--- config.mk ---
export PLATFORM = sky130hd
export DESIGN_NAME = cla_serial_add_ctrl
export DESIGN_NICKNAME = d
export VERILOG_FILES = /design/src/rtl/cla_serial_add_ctrl.sv
export SDC_FILE = /design/constraint.sdc
export NUM_CORES = 1
export LEC_CHECK = 0
export CORE_ASPECT_RATIO = 1.5
export CORE_MARGIN = 4
export CORE_UTILIZATION = 40
export DETAILED_ROUTE_END_ITERATION = 7
export PLACE_DENSITY = 0.72
export SLEW_MARGIN = 15
export SYNTH_ARGS = -nofsm -noshare
export SYNTH_HDL_FRONTEND = slang
export SYNTH_SLANG_ARGS = --single-unit
export TNS_END_PERCENT = 100
--- constraint.sdc ---
create_clock -name clk -period 2.77 [get_ports clk]
set_input_delay 0.554 -clock clk [delete_from_list [all_inputs] [get_ports clk]]
set_output_delay 0.554 -clock clk [all_outputs]
set_load 0.03 [all_outputs]
--- src/rtl/cla_serial_add_ctrl.sv ---
// Serial wide adder: one 4-bit CLA slice per cycle, LSB slice first.
// Operands and results move through valid/ready handshakes.
module CLA_Adder (
  input  logic [3:0] A,
  input  logic [3:0] B,
  input  logic       Cin,
  output logic [3:0] Sum,
  output logic       Cout
);
  logic [3:0] g;
  logic [3:0] p;
  logic [4:0] c;

  assign g = A & B;
  assign p = A ^ B;

  assign c[0] = Cin;
  assign c[1] = g[0] | (p[0] & Cin);
  assign c[2] = g[1] | (p[1] & g[0]) | (p[1] & p[0] & Cin);
  assign c[3] = g[2] | (p[2] & g[1]) | (p[2] & p[1] & g[0])
              | (p[2] & p[1] & p[0] & Cin);
  assign c[4] = g[3] | (p[3] & g[2]) | (p[3] & p[2] & g[1])
              | (p[3] & p[2] & p[1] & g[0])
              | (p[3] & p[2] & p[1] & p[0] & Cin);

  assign Sum  = p ^ c[3:0];
  assign Cout = c[4];
endmodule

module cla_serial_add_ctrl #(
  parameter  int WORDS = 4,
  localparam int W     = 4 * WORDS,
  localparam int CW    = $clog2(WORDS + 1)
) (
  input  logic         clk,
  input  logic         rst_n,
  input  logic         start_valid,
  output logic         start_ready,
  input  logic [W-1:0] a_in,
  input  logic [W-1:0] b_in,
  input  logic         cin,
  output logic         res_valid,
  input  logic         res_ready,
  output logic [W-1:0] sum_out,
  output logic         cout_out,
  output logic         busy
);
  typedef enum logic [1:0] {
    IDLE = 2'd0,
    RUN  = 2'd1,
    DONE = 2'd2
  } state_t;

  state_t        state_q, state_d;
  logic [W-1:0]  a_sh_q, a_sh_d;
  logic [W-1:0]  b_sh_q, b_sh_d;
  logic [W-1:0]  acc_q, acc_d;
  logic [W-1:0]  sum_q, sum_d;
  logic          carry_q, carry_d;
  logic          cout_q, cout_d;
  logic [CW-1:0] cnt_q, cnt_d;

  logic [3:0]    s4;
  logic          co;
  logic [W-1:0]  acc_nx;

  CLA_Adder u_cla (
    .A    (a_sh_q[3:0]),
    .B    (b_sh_q[3:0]),
    .Cin  (carry_q),
    .Sum  (s4),
    .Cout (co)
  );

  // New slice enters at the top; after WORDS shifts acc is aligned.
  assign acc_nx = (acc_q >> 4) | (W'(s4) << (W - 4));

  always_ff @(posedge clk or negedge rst_n) begin
    if (!rst_n) begin
      state_q <= IDLE;
      a_sh_q  <= '0;
      b_sh_q  <= '0;
      acc_q   <= '0;
      sum_q   <= '0;
      carry_q <= 1'b0;
      cout_q  <= 1'b0;
      cnt_q   <= '0;
    end else begin
      state_q <= state_d;
      a_sh_q  <= a_sh_d;
      b_sh_q  <= b_sh_d;
      acc_q   <= acc_d;
      sum_q   <= sum_d;
      carry_q <= carry_d;
      cout_q  <= cout_d;
      cnt_q   <= cnt_d;
    end
  end

  always_comb begin
    state_d = state_q;
    a_sh_d  = a_sh_q;
    b_sh_d  = b_sh_q;
    acc_d   = acc_q;
    sum_d   = sum_q;
    carry_d = carry_q;
    cout_d  = cout_q;
    cnt_d   = cnt_q;
    unique case (state_q)
      IDLE: begin
        if (start_valid) begin
          state_d = RUN;
          a_sh_d  = a_in;
          b_sh_d  = b_in;
          carry_d = cin;
          cnt_d   = '0;
        end
      end
      RUN: begin
        a_sh_d  = a_sh_q >> 4;
        b_sh_d  = b_sh_q >> 4;
        acc_d   = acc_nx;
        carry_d = co;
        cnt_d   = cnt_q + CW'(1);
        if (cnt_q == CW'(WORDS - 1)) begin
          state_d = DONE;
          sum_d   = acc_nx;
          cout_d  = co;
        end
      end
      DONE: begin
        if (res_ready) state_d = IDLE;
      end
      default: state_d = IDLE;
    endcase
  end

  assign start_ready = (state_q == IDLE);
  assign res_valid   = (state_q == DONE);
  assign busy        = (state_q != IDLE);
  assign sum_out     = sum_q;
  assign cout_out    = cout_q;
endmodule

### After elaboration in Yosys (flattened, before gate mapping)

Index checks and enable logic that the tools add are counted.

| word-level totals | value |
|---|---|
| register bits | 71 |
| word-level logic and storage cells | 63 |
| input bits | 37 |
| output and inout port bits | 20 |

| cells by class | value |
|---|---|
| muxes and demuxes | 12 |
| add/subtract/negate cells | 1 |
| eq/ne operators | 6 |
| reduce and logical (&&, ||, !) cells | 6 |
| bitwise logic cells | 30 |

Operators by type and width:

| kind | count |
|---|---|
| $pmux W16 S2 | 2 |
| $mux W16 | 2 |
| $and A1 B1 Y1 | 16 |
| $or A12 B16 Y16 | 1 |
| $or A1 B1 Y1 | 10 |
| $xor A4 B4 Y4 | 2 |
| $mux W2 | 3 |
| $pmux W2 S3 | 1 |
| $pmux W3 S2 | 1 |
| $and A4 B4 Y4 | 1 |
| $ne A2 B2 Y1 const B | 2 |
| $reduce_and A2 Y1 | 2 |
| $reduce_bool A2 Y1 | 2 |
| $add A3 B1 Y3 const B | 1 |
| $eq A3 B2 Y1 const B | 1 |
| $mux W3 | 1 |
| $reduce_and A3 Y1 | 1 |
| $eq A2 B1 Y1 const B | 1 |
| $eq A2 B2 Y1 const B | 1 |
| $logic_not A2 Y1 | 1 |
| $ne A2 B1 Y1 const B | 1 |
| $pmux W1 S2 | 1 |
| $mux W1 | 1 |

### Logic depth before layout (Yosys ltp)

Gate-level depths: netlist of run 1.

| depth | value |
|---|---|
| depth in word-level cells | 7 |
| depth in mapped cells | 6 |
| gate-level depth less buffers | 5 |

### Modules after synthesis

A second synthesis of run 1 with hierarchy kept.

| unflattened totals | value |
|---|---|
| cells, all modules | 255 |
| area total of the unflattened synthesis | 2930.3 sq um |

Modules (own cells, without submodules):

| module | cells an instance | times used | sequential area each (sq um) | area each (sq um) |
|---|---|---|---|---|
| cla_serial_add_ctrl | 238 | 1 | 1676.6 | 2782.7 |
| CLA_Adder | 17 | 1 | 0.0 | 147.6 |

### Worst setup path after synthesis of run 1

Ideal clock, no wire load.

| timing path | value |
|---|---|
| path kind | register to output |
| start point | register state_q[1] |
| end point | output busy |
| path slack | 0.932 ns |
| data required time | 2.216 ns |
| path buffers | 1 |
| arrival time | 1.284 ns |
| stages on the path, launching flop included | 4 |
| cells stage by stage | dfrtp_1 buf_2 nor2_1 inv_1 |

| between the ends | value |
|---|---|
| cells in the longest elaborated chain, start to end | 1 |

RTL lines:

| element | line | text |
|---|---|---|
| from (decl) | 54 | `state_t state_q, state_d;` |
| from (signal assigned) | 89 | `state_q <= state_d;` |
| $reduce_bool A2 Y1 | 140 | `assign busy = (state_q != IDLE);` |
| to (decl) | 46 | `output logic busy` |

Every way passes these cells.

### Worst setup path in the final report of run 1

| timing path | value |
|---|---|
| start point | register state_q[0] |
| end point | output res_valid |

| between the ends | value |
|---|---|
| cells in the longest elaborated chain, start to end | 1 |

RTL lines:

| element | line | text |
|---|---|---|
| $eq A2 B2 Y1 | 139 | `assign res_valid = (state_q == DONE);` |
| to (decl) | 42 | `output logic res_valid,` |

Every way passes these cells.

==> summary.md, run 1 <==
| Metric | Value |
|---|---|
| Status | `finished clean` |
| Critical Path Fanout Max | `8` |
| Core Util, Final | `53.25%` |
| Worst r2r path cells | `3` |
| Complex-gate fraction of the synthesized area | `20.10%` |
| Number of port buffers | `56` |
| Worst Skew | `0.004055 ns` |
| Ports | `57` |
| Die Width | `81.38 µm` |
| Gr ovfl total | `0` |
| Hold buffer count at cts | `0` |
| Final setup fails | `0` |
| All-Layer GR Usage | `15.47%` |
| FF-to-FF End | `sum_out[1]$_DFFE_PN0P_` |
| H-tree levels | `3` |
| Main combinational cell family by area after synthesis | `compound AO/OA/AOI/OAI gates` |
| Power Dens Cells | `1121 nW/µm²` |
| Wire per inst | `14.58 µm` |
| Final #Nets | `414` |
| CTS max path bufs | `2` |
| Initial Util | `41.64%` |
| Worst slew pin tran | `0.6149 ns` |
| Post-CTS Setup Bufs | `0` |
| Synthesized flop and latch total | `67` |
| Synth top area share | `51.90%` |
| Drt first pass iters | `4` |
| Via count | `2,491` |
| Clock sinks | `67` |
| TritonCTS clock tree | `done` |
| Maximum VDD drop | `461.1 µV` |
| Initial antenna violation count | `0` |
| Clock transition at path regs | `0.05 ns` |
| Die area | `9608 µm²` |
| Dpl cells | `461` |
| Post-route antenna net violation count | `0` |
| Synthesized cell area | `3231 µm²` |
| Antenna Cells | `0` |
| Synth Warn # | `0` |
| Initial drt markers | `67` |
| Syn Nets | `359` |
| Vias in the first global route | `2,412` |
| Rows | `39` |
| Residual DRC count | `0` |
| GPL Wtd Cong | `0.8355` |
| Hold slack | `0.2361 ns` |
| Asr flop ratio synth | `100.0%` |
| Syn Area/Cell | `10.26 µm²` |
| MaxCap Viol Count | `0` |
| EDFF count, synth | `0` |
| Largest net degree at the start of global routing | `41` |
| Top post-synthesis cells by count | `67 x dfrtp_1, 49 x nand2_1, 27 x a21oi_1, 27 x nor2b_1, 20 x o21ai_1` |
| Syn Inst Count | `315` |
| Clk_lat worst skew | `0.32 ns` |
| Critical setup path kind | `reg2out` |
| WL final | `6.957 mm` |
| RSZ-0062 raised after global routing | `no` |
| Cell Count, Final, Fillers Out | `477` |
| Adder-cell share of the synthesized area | `2.943%` |
| Synth Area in XOR/XNOR | `0.2711%` |
| Final period utilization | `85.03%` |
| First-pass GRT wire length | `11.64 mm` |
| Post-route minimum period | `2.355 ns` |
| Worst Path Arrival | `1.80 ns` |
| Mux contribution to synthesized area | `5.345%` |
| CP Capture Type | `output port` |
| Synth Flop Type | `dfrtp_1` |
| Slew Limit Fails | `0` |
| Synth Area in Simple Gates | `14.29%` |
| Flop2flop setup slack | `1.11 ns` |
| Distinct cell type count after synthesis | `38` |
| Largest area contributor in the netlist | `dfrtp_1` |
| Core area | `7759 µm²` |
| Hold Vio Cnt, Final | `0` |
| Num CTS Buffers | `9` |
| Worst Hold Class | `in2async` |
| HPWL Detailed | `4.842 mm` |
| Top area cells in the synthesized netlist | `dfrtp_1 52%, nand2_1 5.7%, nor2b_1 5.2%` |
| Resized cells post-CTS | `0` |
| Final TNS setup | `0 ns` |
| Max-slew headroom | `59.01%` |
| Leak Pwr | `1.834 nW` |
| FF-to-FF Start | `state_q[1]$_DFFE_PN0P_` |
| Die Height | `118.1 µm` |
| DR vias/cell | `5.222` |
| Layout cells sized above 1 | `12.80%` |
| Area delta synth->final | `27.89%` |
| Post-synthesis sequential area ratio | `51.90%` |
| Most frequent cell after synthesis | `dfrtp_1` |
| Fmax | `0.4246 GHz` |
| CTS root buf | `clkbuf_16` |
| Startpoint types | `flip-flop` |
| Critical Path RT | `2.22 ns` |
==> worst max-delay path, stage by stage (launching register included) <==
cell             delay, ns
dfrtp_1               0.38
inv_1                 0.25
nand2_1               0.11
inv_1                 0.08
clkdlybuf4s50_1       0.66
==> sequential cells by signal (all words and copies together) (netlist names) <==
name	cells
a_sh_q	16
acc_q	12
b_sh_q	16
carry_q	1
cnt_q	3
cout_out	1
state_q	2
sum_out	16
==> routing by layer <==
metal / GRT usage [%] / share of wire, % / vias up
li1: - / - / 1209
met4: 7.294 / 2.4 / 0
met1: 20.27 / 43 / 1192
met5: 0 / 0 / -
met2: 24.29 / 49 / 73
met3: 2.757 / 5.2 / 17
==> placed cells by master, fill, tap and decap left out, drive strengths merged, types with 2 or more instances in the layout <==
cell type	instances
clkbuf	14
nand2	49
o21ai	39
a22oi	18
ha	6
inv	8
mux2	12
nor2	2
and2	6
o31ai	4
nor2b	27
clkdlybuf4s50	55
a31oi	6
buf	11
clkinv	2
a21oi	32
dfrtp	67
==> report_power, final <==
part | switching, mW | internal [mW] | total (mW)
Clock | 0.386 | 0.652 | 1.04
Combinational | 1.09 | 0.870 | 1.96
Sequential | 0.253 | 1.38 | 1.63
Total | 1.73 | 2.90 | 4.63
==> stage by stage <==
stage,power (mW),cell area (µm²),worst slack (ns)
after global routing,4.950,4131,0.3229
after floorplan,3.037,3231,0.9321
after CTS,4.689,4131,0.4202
final,4.632,4131,0.4147
after global placement,3.566,3857,0.7663
after detailed placement,3.634,3857,0.6691
==> final cells by class <==
cell class                      count  area (µm²)
Tap cell                          102       127.6
Timing Repair Buffer               66       630.6
Sequential cell                    67        1677
Multi-Input combinational cell    218        1393
Inverter                            8       30.03
Clock buffer                       14       264.0
Fill cell                         707        3627
Clock inverter                      2       10.01
==> worst max-delay path by stage <==
stage,from,endpoint,slack (ns),depth (start not counted)
floorplan,state_q[1]$_DFFE_PN0P_,busy,0.93,3
global placement,start_valid,carry_q$_DFFE_PN0P_,0.77,5
detailed placement,start_valid,carry_q$_DFFE_PN0P_,0.67,5
CTS,state_q[0]$_DFFE_PN0P_,res_valid,0.42,4
global route,state_q[0]$_DFFE_PN0P_,res_valid,0.32,4
finish,state_q[0]$_DFFE_PN0P_,res_valid,0.41,4
==> cells by family (layout without fill, tap and decap cells) <==
logic type | Yosys count | after routing
buffers and inverters | 30 | 90
adder cells (fa/ha/maj) | 7 | 7
XOR/XNOR | 1 | 1
AO/OA/AOI/OAI | 107 | 107
flip-flops | 67 | 67
AND/OR/NAND/NOR | 91 | 91
multiplexers | 12 | 12
Power figures use the tool's default switching activity.
==> inputs of run 2 (changes only) <==
--- a/config.mk
+++ b/config.mk
@@ -9,7 +9,7 @@
 export CORE_MARGIN = 4
 export CORE_UTILIZATION = 40
 export DETAILED_ROUTE_END_ITERATION = 7
-export PLACE_DENSITY = 0.72
+export SKIP_LAST_GASP = 1
 export SLEW_MARGIN = 15
 export SYNTH_ARGS = -nofsm -noshare
 export SYNTH_HDL_FRONTEND = slang
==> summary.md, run 2 (same netlist as run 1, synthesis figures left out) <==
| Metric | Value |
|---|---|
| Worst Skew | `0.005677 ns (was 0.004055 ns)` |
| Ports | `57 (unchanged)` |
| CTS max path bufs | `2 (unchanged)` |
| Final setup fails | `0 (unchanged)` |
| Gr ovfl total | `0 (unchanged)` |
| All-Layer GR Usage | `16.33% (was 15.47%)` |
| Hold buffer count at cts | `0 (unchanged)` |
| Worst Hold Class | `in2async (unchanged)` |
| Max-slew headroom | `56.12% (was 59.01%)` |
| Leak Pwr | `1.849 nW (was 1.834 nW)` |
| Area delta synth->final | `28.62% (was 27.89%)` |
| Power Dens Cells | `1135 nW/µm² (was 1121 nW/µm²)` |
| Die area | `9608 µm² (unchanged)` |
| Via count | `2,444 (was 2,491)` |
| Fmax | `0.4155 GHz (was 0.4246 GHz)` |
| Critical Path RT | `2.22 ns (about the same)` |
| Num CTS Buffers | `9 (unchanged)` |
| Vias in the first global route | `2,486 (was 2,412)` |
| H-tree levels | `3 (unchanged)` |
| Startpoint types | `flip-flop (unchanged)` |
| Critical setup path kind | `reg2out (unchanged)` |
| Worst slew pin tran | `0.6581 ns (was 0.6149 ns)` |
| CP Capture Type | `output port (unchanged)` |
| First-pass GRT wire length | `11.96 mm (was 11.64 mm)` |
| Final #Nets | `416 (was 414)` |
| Resized cells post-CTS | `0 (unchanged)` |
| Clk_lat worst skew | `0.33 ns (was 0.32 ns)` |
| Clock sinks | `67 (unchanged)` |
| Antenna Cells | `0 (unchanged)` |
| Post-CTS Setup Bufs | `0 (unchanged)` |
| Final TNS setup | `0 ns (unchanged)` |
| Most frequent cells in the layout | `67 x dfrtp_1, 55 x clkdlybuf4s50_1, 49 x nand2_1 (unchanged)` |
| Wire per inst | `15.17 µm (was 14.58 µm)` |
| Layout cells sized above 1 | `13.33% (was 12.80%)` |
| Net Sw Frac | `37.21% (was 37.43%)` |
| Residual DRC count | `0 (unchanged)` |
| Worst Path Arrival | `1.85 ns (was 1.80 ns)` |
| Status | `finished clean (unchanged)` |
| Critical Path Fanout Max | `8 (unchanged)` |
| Psw | `1.755 mW (was 1.734 mW)` |
| CTS root buf | `clkbuf_16 (unchanged)` |
| Number of port buffers | `56 (unchanged)` |
| P_int | `2.961 mW (was 2.898 mW)` |
| GPL Wtd Cong | `0.7849 (was 0.8355)` |
| Rows | `39 (unchanged)` |
| HPWL Detailed | `5.049 mm (was 4.842 mm)` |
| Largest net degree at the start of global routing | `37 (was 41)` |
| Initial antenna violation count | `0 (unchanged)` |
| Core area | `7759 µm² (unchanged)` |
| Initial drt markers | `110 (was 67)` |
| Initial Util | `41.64% (unchanged)` |
| DR vias/cell | `5.124 (was 5.222)` |
| Flop pwr share | `34.7% (was 35.2%)` |
| Clock network fraction of design power | `23.1% (was 22.4%)` |
| Core Util, Final | `53.56% (was 53.25%)` |
| Slew Limit Fails | `0 (unchanged)` |
| Die Width | `81.38 µm (unchanged)` |
| Commonest non-fill, non-tap cell in the layout | `dfrtp_1 (unchanged)` |
| MaxCap Viol Count | `0 (unchanged)` |
| Clock transition at path regs | `0.05 ns (about the same)` |
| Die Height | `118.1 µm (unchanged)` |
| RSZ-0062 raised after global routing | `no (unchanged)` |
| Hold Vio Cnt, Final | `0 (unchanged)` |
| WL final | `7.236 mm (was 6.957 mm)` |
| Final period utilization | `86.90% (was 85.03%)` |
| Post-route antenna net violation count | `0 (unchanged)` |
| Post-route minimum period | `2.407 ns (was 2.355 ns)` |
| TritonCTS clock tree | `done (unchanged)` |
| Maximum VDD drop | `468.2 µV (was 461.1 µV)` |
| Logic gate share of total power | `42.1% (was 42.4%)` |
| Drt first pass iters | `4 (unchanged)` |
run 2: cell count changes in the layout (fill, tap and decap cells not counted), sizes merged:
cell	delta
buf	+2
bufinv	+1
clkbuf	-3
run 2: worst paths after layout:
check                                               to  cells after the start              startpoint  slack [ns]
worst max-delay path                         res_valid                      4  state_q[0]$_DFFE_PN0P_        0.36
worst min-delay path            sum_out[3]$_DFFE_PN0P_                      1                   rst_n        0.19
worst max register to register   acc_q[15]$_DFFE_PN0N_                      3  state_q[0]$_DFFE_PN0P_        1.06
worst min register to register   b_sh_q[4]$_DFFE_PN0P_                      2   b_sh_q[4]$_DFFE_PN0P_        0.47
max in group asynchronous        b_sh_q[3]$_DFFE_PN0P_                      2                   rst_n        1.88
min in group clk                 b_sh_q[4]$_DFFE_PN0P_                      2   b_sh_q[4]$_DFFE_PN0P_        0.47
run 2: final cells by class:
type | instances | area (µm²)
clock inverters | 3 | 40.04
well taps | 102 | 127.6
clock buffers | 11 | 242.7
multi-input cells | 218 | 1393
repair buffers | 68 | 645.6
inverters | 8 | 30.03
flip-flops and latches | 67 | 1677
fillers | 701 | 3603
run 2: power by group through the flow:
| stage | combinational [mW] | sequential [mW] | clock, mW |
|---|---|---|---|
| detailed placement | 2.01 | 1.65 | 0 |
| floorplan | 1.25 | 1.79 | 0 |
| finish | 1.99 | 1.64 | 1.09 |
| global placement | 1.97 | 1.64 | 0 |
| global route | 2.20 | 1.69 | 1.16 |
| CTS | 2.02 | 1.64 | 1.11 |
run 2: routing by layer:
| layer | routed length (µm) | share of wire, % | vias up | global-route usage, % |
|---|---|---|---|---|
| met3 | 288 | 4.0 | 8 | 4.211 |
| li1 | - | - | 1210 | - |
| met1 | 3247 | 45 | 1176 | 20.27 |
| met2 | 3570 | 49 | 50 | 26.28 |
| met4 | 129 | 1.8 | 0 | 6.977 |
| met5 | 0 | 0 | - | 0 |
run 2: stage by stage:
step	total power, mW	hold WS [ns]	setup slack, ns	area [µm²]	std cells
after global placement	3.612	0.4549	0.6964	3872	463
after CTS	4.775	0.2043	0.3251	4155	477
after floorplan	3.037	0.2584	0.9321	3231	315
after detailed placement	3.669	0.4618	0.6887	3872	463
final	4.716	0.1870	0.3630	4155	477
after global routing	5.053	0.2281	0.2532	4155	477
run 2: worst max-delay path: stages, from the launching register on:
cell	delay, ns
dfrtp_1	0.43
inv_1	0.24
nand2_1	0.12
inv_1	0.07
clkdlybuf4s50_1	0.67
==> inputs of run 3 (changes only) <==
--- a/config.mk
+++ b/config.mk
@@ -8,7 +8,9 @@
 export CORE_ASPECT_RATIO = 1.5
 export CORE_MARGIN = 4
 export CORE_UTILIZATION = 40
+export CTS_CLUSTER_DIAMETER = 100
 export DETAILED_ROUTE_END_ITERATION = 7
+export PLACE_DENSITY = 0.74
 export SKIP_LAST_GASP = 1
 export SLEW_MARGIN = 15
 export SYNTH_ARGS = -nofsm -noshare
==> summary.md, run 3 (same netlist as run 1, synthesis figures left out) <==
| Metric | Value |
|---|---|
| GRT met2 Usage | `25.56% (was 26.28%)` |
| MaxCap Viol Count | `0 (unchanged)` |
| Wire per inst | `14.84 µm (was 15.17 µm)` |
| Final period utilization | `83.60% (was 86.90%)` |
| Maximum VDD drop | `514.5 µV (was 468.2 µV)` |
| Worst Path Arrival | `1.76 ns (was 1.85 ns)` |
| Critical Path, Cell by Cell | `inv_1 > nand2_1 > inv_1 > clkdlybuf4s50_1 (unchanged)` |
| Setup ws final | `0.4543 ns (was 0.3630 ns)` |
| First-pass GRT wire length | `12.05 mm (was 11.96 mm)` |
| Delay-heaviest family, CP | `buffers and inverters (unchanged)` |
| Gr ovfl total | `0 (unchanged)` |
| Initial antenna violation count | `0 (unchanged)` |
| Initial drt markers | `101 (was 110)` |
| Slowest stage cell, crit path | `clkdlybuf4s50_1 (unchanged)` |
| Fill count | `693 (was 701)` |
| Commonest non-fill, non-tap cell in the layout | `dfrtp_1 (unchanged)` |
| Dpl cells | `459 (was 463)` |
| Die area | `9608 µm² (unchanged)` |
| Worst Hold Class | `in2async (unchanged)` |
| CTS max path bufs | `2 (unchanged)` |
| Initial Util | `41.64% (unchanged)` |
| Power Dens Cells | `1120 nW/µm² (was 1135 nW/µm²)` |
| Multi-input gate area | `1393 µm² (unchanged)` |
| Slew Limit Fails | `0 (unchanged)` |
| Residual DRC count | `0 (unchanged)` |
| Flop2flop setup slack | `1.07 ns (was 1.06 ns)` |
| WP buf/inv | `3 (unchanged)` |
| Post-route antenna net violation count | `0 (unchanged)` |
| Largest net degree at the start of global routing | `39 (was 37)` |
| Max-slew headroom | `50.46% (was 56.12%)` |
| Final #Nets | `412 (was 416)` |
| CP most frequent cell | `inv_1 (unchanged)` |
| Fmax | `0.4318 GHz (was 0.4155 GHz)` |
| CP Capture Type | `output port (unchanged)` |
| Final setup fails | `0 (unchanged)` |
| Hold buffer count at cts | `0 (unchanged)` |
| Via count | `2,462 (was 2,444)` |
| FF-to-FF Start | `state_q[1]$_DFFE_PN0P_ (was state_q[0]$_DFFE_PN0P_)` |
| Setup slack at placement | `0.6569 ns (was 0.6887 ns)` |
| Clock sinks | `67 (unchanged)` |
| Area delta synth->final | `27.81% (was 28.62%)` |
| Clock transition at path regs | `0.05 ns (about the same)` |
| Resized cells post-CTS | `0 (unchanged)` |
| Critical setup path kind | `reg2out (unchanged)` |
| WL final | `7.047 mm (was 7.236 mm)` |
| Rows | `39 (unchanged)` |
| Critical Path RT | `2.22 ns (about the same)` |
| Top Usage Layer GRT | `met2 (unchanged)` |
| Leak Pwr | `1.829 nW (was 1.849 nW)` |
| Drt first pass iters | `4 (unchanged)` |
| Num CTS Buffers | `9 (unchanged)` |
| FF-to-FF End | `sum_out[1]$_DFFE_PN0P_ (was acc_q[15]$_DFFE_PN0N_)` |
| Clk_lat worst skew | `0.33 ns (about the same)` |
| Worst Skew | `0.004710 ns (was 0.005677 ns)` |
| Hold Vio Cnt, Final | `0 (unchanged)` |
| All-Layer GR Usage | `16.21% (was 16.33%)` |
| Startpoint types | `flip-flop (unchanged)` |
| CP peak stage delay | `0.66 ns (was 0.67 ns)` |
| Most frequent cells in the layout | `67 x dfrtp_1, 55 x clkdlybuf4s50_1, 49 x nand2_1 (unchanged)` |
| GPL Wtd Cong | `0.8499 (was 0.7849)` |
| Status | `finished clean (unchanged)` |
| RSZ-0062 raised after global routing | `no (unchanged)` |
| Worst slew pin tran | `0.7431 ns (was 0.6581 ns)` |
| Ports | `57 (unchanged)` |
| Layout cells sized above 1 | `12.33% (was 13.33%)` |
| Post-route minimum period | `2.316 ns (was 2.407 ns)` |
| Die Width | `81.38 µm (unchanged)` |
| Core area | `7759 µm² (unchanged)` |
| Vias in the first global route | `2,524 (was 2,486)` |
| CTS root buf | `clkbuf_16 (unchanged)` |
| GRT met3 Usage | `3.675% (was 4.211%)` |
| Post-CTS Setup Bufs | `0 (unchanged)` |
| Die Height | `118.1 µm (unchanged)` |
| Cell Count, Final, Fillers Out | `475 (was 477)` |
| Number of port buffers | `56 (unchanged)` |
| Sequential cell area | `1677 µm² (unchanged)` |
| HPWL Detailed | `4.901 mm (was 5.049 mm)` |
| H-tree levels | `3 (unchanged)` |
| DR vias/cell | `5.183 (was 5.124)` |
| Worst r2r path cells | `3 (unchanged)` |
| Final TNS setup | `0 ns (unchanged)` |
| Critical Path Fanout Max | `8 (unchanged)` |
| Number of cells on the critical path | `4 (unchanged)` |
| M1 GR Usage | `20.32% (was 20.27%)` |
| TritonCTS clock tree | `done (unchanged)` |
| Antenna Cells | `0 (unchanged)` |
-- run 3: routing by layer --
metal  wire [µm]  vias to the layer above
met4         206                        0
li1            -                     1199
met5           0                        -
met2        3474                       64
met3         325                       19
met1        3041                     1180
-- run 3: area by class of cell --
class	count	area share (%)
tap	102	3.091
sequential	67	40.61
timing repair buffer	64	15.21
multi-input combinational	218	33.73
inverter	8	0.7273
clock inverter	2	0.2424
clock buffer	14	6.394
-- run 3: power breakdown --
part | switching, mW | internal, mW | total [mW] | leakage [nW]
Combinational | 1.10 | 0.859 | 1.96 | 0.824
Clock | 0.385 | 0.651 | 1.04 | 0.137
Sequential | 0.255 | 1.38 | 1.63 | 0.868
-- run 3: worst register-to-register path: stages (launching register included) --
cell and delay, ns:
dfrtp_1 0.39, buf_4 0.38, nand3b_4 0.43, mux2_2 0.39
-- run 3: through the flow --
stage | cell area, µm² | util, % | hold slack, ns | total power, mW
after detailed placement | 3855 | 49.69 | 0.4628 | 3.627
final | 4129 | 53.22 | 0.2938 | 4.626
after global placement | 3855 | 49.69 | 0.4553 | 3.554
after floorplan | 3231 | - | 0.2584 | 3.037
after global routing | 4129 | 53.22 | 0.3478 | 4.955
after CTS | 4129 | 53.22 | 0.3083 | 4.676
-- run 3: how the worst max path moves through the flow --
stage | slack, ns | end | startpoint
final | 0.45 | res_valid | state_q[0]$_DFFE_PN0P_
after global routing | 0.35 | res_valid | state_q[0]$_DFFE_PN0P_
after CTS | 0.45 | res_valid | state_q[0]$_DFFE_PN0P_
after detailed placement | 0.66 | carry_q$_DFFE_PN0P_ | start_valid
after global placement | 0.70 | carry_q$_DFFE_PN0P_ | start_valid
after floorplan | 0.93 | busy | state_q[1]$_DFFE_PN0P_
